`src/rtl/uart_ctrl.sv`:
```
`default_nettype none
// uart_ctrl: shares one uart transmitter among N_REQ requesters (round robin),
// applies baud changes between frames, and buffers RX bytes when UART_CTRL_RX_EN is defined.
module uart_ctrl #(
    parameter int          N_REQ            = 4,
    parameter logic [15:0] BAUD_RESET       = 16'd1302,
    parameter int          TX_START_TIMEOUT = 8
) (
    input  logic               clk,
    input  logic               rst,
    input  logic [N_REQ-1:0]   req_valid,
    input  logic [8*N_REQ-1:0] req_byte,
    output logic [N_REQ-1:0]   req_ack,
    output logic               uart_transmit,
    output logic [7:0]         uart_tx_byte,
    input  logic               uart_is_transmitting,
    input  logic               uart_is_receiving,
    input  logic               uart_received,
    input  logic               uart_recv_error,
    input  logic [7:0]         uart_rx_byte,
    output logic               uart_recv_ack,
    output logic [15:0]        uart_baud,
    input  logic               baud_wr,
    input  logic [15:0]        baud_in,
    output logic               rx_valid,
    output logic [7:0]         rx_data,
    input  logic               rx_ready,
    output logic [7:0]         rx_err_cnt,
    output logic               tx_timeout,
    output logic               tx_busy
);
    localparam int PW = $clog2(N_REQ);
    localparam int TW = $clog2(TX_START_TIMEOUT + 1);

    typedef enum logic [1:0] {
        IDLE       = 2'd0,
        ISSUE      = 2'd1,
        WAIT_START = 2'd2,
        WAIT_DONE  = 2'd3
    } state_t;

    state_t        state_q, state_d;
    logic [PW-1:0] ptr_q, ptr_d;
    logic [7:0]    tx_byte_q, tx_byte_d;
    logic [TW-1:0] cnt_q, cnt_d;
    logic          timeout_q, timeout_d;
    logic [15:0]   baud_q, baud_d, shadow_q, shadow_d;
    logic          pending_q, pending_d;
    logic          rx_quiet;
    logic [PW-1:0] win, idx;
    logic          win_found;

    // First valid requester after the last winner, wrapping modulo N_REQ.
    always_comb begin
        win       = ptr_q;
        win_found = 1'b0;
        idx       = '0;
        for (int k = 1; k <= N_REQ; k++) begin
            idx = PW'((int'(ptr_q) + k) % N_REQ);
            if (!win_found && req_valid[idx]) begin
                win       = idx;
                win_found = 1'b1;
            end
        end
    end

    always_comb begin
        state_d       = state_q;
        ptr_d         = ptr_q;
        tx_byte_d     = tx_byte_q;
        cnt_d         = cnt_q;
        timeout_d     = timeout_q;
        uart_transmit = 1'b0;
        req_ack       = '0;
        case (state_q)
            IDLE: begin
                if (win_found && !uart_is_transmitting && !pending_q) begin
                    state_d   = ISSUE;
                    ptr_d     = win;
                    tx_byte_d = req_byte[{win, 3'b000} +: 8];
                end
            end
            ISSUE: begin
                uart_transmit  = 1'b1;
                req_ack[ptr_q] = 1'b1;
                cnt_d          = '0;
                state_d        = WAIT_START;
            end
            WAIT_START: begin
                if (uart_is_transmitting) begin
                    state_d = WAIT_DONE;
                end else if (cnt_q == TW'(TX_START_TIMEOUT - 1)) begin
                    timeout_d = 1'b1;
                    state_d   = IDLE;
                end else begin
                    cnt_d = cnt_q + TW'(1);
                end
            end
            WAIT_DONE: begin
                if (!uart_is_transmitting) state_d = IDLE;
            end
            default: state_d = IDLE;
        endcase
    end

    // A write in the same cycle as an apply keeps the new value pending.
    always_comb begin
        baud_d    = baud_q;
        shadow_d  = shadow_q;
        pending_d = pending_q;
        if (pending_q && state_q == IDLE && !uart_is_transmitting && rx_quiet) begin
            baud_d    = shadow_q;
            pending_d = 1'b0;
        end
        if (baud_wr && baud_in != 16'd0) begin
            shadow_d  = baud_in;
            pending_d = 1'b1;
        end
    end

    always_ff @(posedge clk or posedge rst) begin
        if (rst) begin
            state_q   <= IDLE;
            ptr_q     <= PW'(N_REQ - 1);
            tx_byte_q <= 8'd0;
            cnt_q     <= '0;
            timeout_q <= 1'b0;
            baud_q    <= BAUD_RESET;
            shadow_q  <= BAUD_RESET;
            pending_q <= 1'b0;
        end else begin
            state_q   <= state_d;
            ptr_q     <= ptr_d;
            tx_byte_q <= tx_byte_d;
            cnt_q     <= cnt_d;
            timeout_q <= timeout_d;
            baud_q    <= baud_d;
            shadow_q  <= shadow_d;
            pending_q <= pending_d;
        end
    end

    assign uart_tx_byte = tx_byte_q;
    assign uart_baud    = baud_q;
    assign tx_timeout   = timeout_q;
    assign tx_busy      = (state_q != IDLE);

`ifdef UART_CTRL_RX_EN
    logic       rx_valid_q, rx_valid_d;
    logic [7:0] rx_data_q, rx_data_d;
    logic [7:0] err_q, err_d;
    logic       ack_q, ack_d;

    assign rx_quiet = !uart_is_receiving;

    // While the ack is on the wire the core flags are stale, so they are ignored.
    always_comb begin
        rx_valid_d = rx_valid_q;
        rx_data_d  = rx_data_q;
        err_d      = err_q;
        ack_d      = 1'b0;
        if (rx_valid_q && rx_ready) rx_valid_d = 1'b0;
        if (!ack_q) begin
            if (uart_recv_error) begin
                ack_d = 1'b1;
                if (err_q != 8'hFF) err_d = err_q + 8'd1;
            end
            if (uart_received && !rx_valid_q) begin
                rx_valid_d = 1'b1;
                rx_data_d  = uart_rx_byte;
                ack_d      = 1'b1;
            end
        end
    end

    always_ff @(posedge clk or posedge rst) begin
        if (rst) begin
            rx_valid_q <= 1'b0;
            rx_data_q  <= 8'd0;
            err_q      <= 8'd0;
            ack_q      <= 1'b0;
        end else begin
            rx_valid_q <= rx_valid_d;
            rx_data_q  <= rx_data_d;
            err_q      <= err_d;
            ack_q      <= ack_d;
        end
    end

    assign rx_valid      = rx_valid_q;
    assign rx_data       = rx_data_q;
    assign rx_err_cnt    = err_q;
    assign uart_recv_ack = ack_q;
`else
    logic unused_rx;

    assign rx_quiet      = 1'b1;
    assign unused_rx     = ^{uart_received, uart_recv_error, uart_rx_byte, rx_ready, uart_is_receiving};
    assign rx_valid      = 1'b0;
    assign rx_data       = 8'd0;
    assign rx_err_cnt    = 8'd0;
    assign uart_recv_ack = 1'b0;
`endif

endmodule
`default_nettype wire

```
`config.mk`:
```
export PLATFORM = sky130hd
export DESIGN_NAME = uart_ctrl
export DESIGN_NICKNAME = d
export VERILOG_FILES = /design/src/rtl/uart_ctrl.sv
export SDC_FILE = /design/constraint.sdc
export NUM_CORES = 1
export LEC_CHECK = 0
export ABC_CLOCK_PERIOD_IN_PS = 3000
export CAP_MARGIN = 5
export CORE_MARGIN = 1
export CORE_UTILIZATION = 43
export DETAILED_ROUTE_END_ITERATION = 8
export HOLD_SLACK_MARGIN = 0.12
export PLACE_DENSITY = 0.79
export SLEW_MARGIN = 20
export SYNTH_ARGS = -nofsm -noshare
export SYNTH_HDL_FRONTEND = slang
export SYNTH_SLANG_ARGS = --single-unit
export TNS_END_PERCENT = 100
```
`constraint.sdc`:
```
create_clock -name clk -period 3 [get_ports clk]
set_input_delay 0.3 -clock clk [delete_from_list [all_inputs] [get_ports clk]]
set_output_delay 0.3 -clock clk [all_outputs]
set_load 0.03 [all_outputs]
```
# After elaboration in Yosys (flattened, before gate mapping)
# Cells that the tools add are included.
[totals]
input_bits = 68
output_inout_bits = 49
word_cells = 83
ff_bits = 50
[op_classes]
order_cmp = 6
reduce_logical = 23
n_shift = 1
mux = 30
n_bitwise = 1
eq_ne = 9
n_addsub = 5
[op_table]
columns = ["op", "count"]
rows = [
  ["$shiftx A32 B6 Y8", 1],
  ["$mux W2", 8],
  ["$reduce_bool A16 Y1", 1],
  ["$lt A2 B3 Y1 const B", 5],
  ["$mux W1", 12],
  ["$mux W4", 3],
  ["$logic_and A1 B1 Y1", 9],
  ["$reduce_and A3 Y1", 3],
  ["$bmux W1 S2", 4],
  ["$ne A2 B2 Y1 const B", 4],
  ["$pmux W2 S4", 1],
  ["$pmux W4 S2", 1],
  ["$reduce_bool A2 Y1", 3],
  ["$logic_not A1 Y1", 5],
  ["$add A2 B1 Y2 const B", 2],
  ["$add A2 B2 Y2 const B", 2],
  ["$add A4 B1 Y4 const B", 1],
  ["$eq A2 B2 Y1 const B", 2],
  ["$eq A4 B3 Y1 const B", 1],
  ["$ne A3 B3 Y1 const B", 1],
  ["$demux W1 S2", 1],
  ["$eq A2 B1 Y1 const B", 1],
  ["$ge A2 B1 Y1 const B", 1],
  ["$logic_not A2 Y1", 1],
  ["other kinds (2)", 2],
]

# Depth between registers and ports, before layout
[logic_depth]
depth_word = 17
depth_mapped = 11
depth_no_buf = 8

# Worst setup path before layout
# No wires, ideal clock.
[synth_timing]
path_type = "register -> register"
startpoint = "reg ptr_q[0]"
endpoint = "reg tx_byte_q[3] (netlist: uart_tx_byte[3])"
path_slack_ps = 346
arrival_time_ps = 2517
required_ps = 2862
path_buffers = 2
stages_incl_launch_ff = 11
synth_period_minus_slack_ps = 2654
setup_time_ps = 138
path_cell_list = "dfstp_2 -> inv_1 -> ha_1 -> clkbuf_2 -> mux2_2 -> o22a_2 -> mux2i_4 -> buf_8 -> mux2i_1 -> o2bb2ai_1 -> a31oi_1"
[synth_via]
elab_chain_cells = 16
elab_cells_between_ends = 30
classes_between = "add/sub (4); shift (1); mux (16); reduce/logical (9)"
[synth_rtl]
columns = ["element", "line", "source"]
rows = [
  ["from (decl)", "43", "logic [PW-1:0] ptr_q, ptr_d;"],
  ["from (signal assigned)", "124", "ptr_q <= PW'(N_REQ - 1);"],
  ["from (signal assigned)", "133", "ptr_q <= ptr_d;"],
  ["parallel branches: the longest is 16 deep, another holds $add A2 B1 Y2", "--", ""],
  ["to (signal assigned)", "134", "tx_byte_q <= tx_byte_d;"],
  ["to (decl)", "44", "logic [7:0] tx_byte_q, tx_byte_d;"],
]
# Several ways; the timed one is not identified. The select of a mux whose other input is x is not followed.
# A chain may end at the register's enable or synchronous reset.

# Worst setup path in the final report
[layout_timing]
startpoint = "reg ptr_q[0]"
endpoint = "reg tx_byte_q[6] (netlist: uart_tx_byte[6])"
# The elaborated chain is that of the path after synthesis.

==> impl_metrics.ini <==
[power]
power_frac_comb_pct = 51.9
power_density_nw_per_um2 = 916.8
seqPwrFrac_pct = 33.5
p_clk_share_pct = 14.6
p_switching_mw = 1.333
p_leak_nw = 1.560
peakVddDrop_mv = 0.4988
p_int_mw = 2.052
p_sw_share_pct = 39.38

[clock_tree]
clock-sinks = 50
clkLatencyLatePin_ns = 0.30
htreeDepth = 2
clk_pin_slew_ns = 0.09
clock_path_buffers = 2
cts_resized = 0
cts_buffers = 5
cts_tree = built
post-cts-setup-buffer-count = 0
cts_root_buffer = clkbuf_8
cts_hold_buf = 0

[sta]
finalHoldViolCount = 0
slew_violations = 0
grt_setup_unrepaired = no
setup_tns_ns = 0
tightest_slew_ns = 0.9760
clock_skew_ns = 0.009201
hold_ws_ns = 0.4437
setup_viol_count_final = 0
finalCritPeriodShare_pct = 91.57
slew_headroom_pct = 34.93
fin_crit_ns = 2.747
clock.fmax_mhz = 364.0
setup_ws_ns = 0.2529

[routing]
vias_per_cell = 5.129
drc = 0
wl_per_cell_um = 14.01
drt_iter0_drc = 96
vias = 2021
ant_nets = 0
dr.pass1.iters = 4
finalWirelength_um = 5518

[synthesis]
synth_mux_area_share_pct = 21.18
synth_area_per_cell_sq_um = 11.64
synth.distinct_cells = 45
synth_xor_xnor_area_share_pct = 0
synthSimpleGateAreaFrac_pct = 9.875
yosys_warnings = 0
synthCells = 233
ys_seq_area_share_pct = 46.70
synth_top_family_by_area = multiplexers
synthesis.area_sq_um = 2711
ys_seq_elements = 50
synthFlopType = dfrtp_1
synthArstFlopShare_pct = 100.0
synth_fa_ha_area_share_pct = 2.307
synth_edf_count = 0
synth_compound_area_share_pct = 11.03

[worst_setup_path]
cp_cell_sequence = inv_1 > ha_1 > and4b_2 > or4_4 > o21ba_1 > o2bb2ai_1 > a31oi_1
r2r-start = ptr_q[0]
ff2ff_path_depth = 7
rrSetupSlack_ns = 0.25
required_ns = 3.22
cp_slowest_cell = dfstp_2
worstSetupEndpointType = flip-flop
timing.rr.end = uart_tx_byte[6]
critPathMaxStageDelay_ns = 0.65
crit_start = ptr_q[0]
worstPathMaxFanout = 11
startpoint_type = flip-flop
cp.arrival_ns = 2.97
worst-setup-path-type = reg -> reg

[global_routing]
grt_pass1_vias = 1921
grt_start_max_net_pins = 51
grt_pass1_wl_um = 8928
grt_usage_pct = 17.79
antenna_found_initial = 0
grt-ovfl-total = 0

[finish]
syn2layout_area_growth_pct = 36.18
drive_gt1_share_pct = 21.00
layout_common_cells = 86 x clkdlybuf4s50_1, 38 x dfrtp_1, 33 x mux2_2
nNetsFinal = 391
num-fill-cells = 503
diodes = 0
layout_commonest_cell = clkdlybuf4s50_1

[flow_run]
cap_violations = 0

[place]
dpl.hpwl_um = 4191
numPortBuffers = 86
place_congestion = 0.7570
post-place-ws_ns = 0.2571

[floorplanning]
pin_count = 117
coreArea_sq_um = 5991
rows = 28
start_util_pct = 45.26
die_w_um = 81.41
die_area_sq_um = 6627
die_h_um = 81.41

[outcome]
outcome = finished, final reports clean

[worst_hold_path]
hold_path.class = in -> async
## synth_stat cells, types with 5 or more instances
cell type  number  share of area [%]
o2bb2ai_1       8                2.6
nand2_1        10                1.4
mux2i_1        18                6.6
a31oi_1         8                1.8
mux2_2         33                 14
nor2_1          8                1.1
dfrtp_1        38                 35
inv_1           8                1.1
buf_4          19                5.3
dfstp_2        12                 12
ha_1            5                2.3
a21oi_1         7                1.3
nor4_1          6                1.4
o21ai_0         6                1.1
## stage by stage
| step | total power, mW | util, % | std cells | cell area [sq um] |
|---|---|---|---|---|
| 4_1_cts | 3.426 | 61.61 | 394 | 3691 |
| 6_report | 3.385 | 61.63 | 394 | 3692 |
| 2_1_floorplan | 2.308 | - | 250 | 2775 |
| 3_3_place_gp | 2.867 | 59.59 | 386 | 3570 |
| 3_5_place_dp | 2.920 | 59.59 | 386 | 3570 |
| 5_1_grt | 3.584 | 61.63 | 394 | 3692 |
## routing by layer
metal  part of all wire (%)  global-route usage [%]
met5                      0                       0
met3                    4.9                   3.708
met4                    1.8                   7.321
met2                     52                   29.92
met1                     42                   22.09
## sequential cells by signal, indices dropped and copies added, names as in the netlist
name,count
cnt_q,4
uart_baud,16
ptr_q,2
pending_q,1
uart_tx_byte,8
state_q,2
tx_timeout,1
shadow_q,16
## power groups by stage
| stage | clock [mW] | sequential, mW | combinational, mW |
|---|---|---|---|
| 2_1_floorplan | 0 | 1.44 | 0.869 |
| 3_3_place_gp | 0 | 1.13 | 1.74 |
| 3_5_place_dp | 0 | 1.15 | 1.77 |
| 4_1_cts | 0.514 | 1.14 | 1.77 |
| 5_1_grt | 0.532 | 1.17 | 1.88 |
| 6_report | 0.495 | 1.13 | 1.76 |
## worst max-delay path, delay by kind of cell, from the launching register on
| kind | cells | cell delay [ns] |
|---|---|---|
| AOI/OAI and AO/OA | 3 | 0.63 |
| DFF | 1 | 0.65 |
| and+or+nand+nor | 2 | 0.76 |
| buffers and inverters | 1 | 0.17 |
| adders and majority gates | 1 | 0.46 |
## final cells by class
class	instances	area (sq um)	share of cell area, %
Multi-Input combinational cell	164	1284	34.77
Sequential cell	50	1266	34.29
Timing Repair Buffer	89	895.9	24.26
Tap cell	75	93.84	2.542
Clock buffer	6	82.58	2.237
Clock inverter	2	38.79	1.050
Inverter	8	31.28	0.8472
## cell families (layout without fill, tap and decap cells)
kind of cell,Yosys count,in the layout
multiplexers,52,52
buffers and inverters,36,105
AND/OR/NAND/NOR,46,46
adder cells (fa/ha/maj),5,5
other,1,18
AO/OA/AOI/OAI,43,43
flip-flops,50,50
## worst max-delay path by stage
stage,end,depth (start not counted)
floorplan,uart_tx_byte[3],10
global placement,uart_tx_byte[0],9
detailed placement,uart_tx_byte[0],9
CTS,uart_tx_byte[0],9
global route,uart_tx_byte[6],9
finish,uart_tx_byte[6],7
Note: power is estimated with default switching activity, not from simulation.
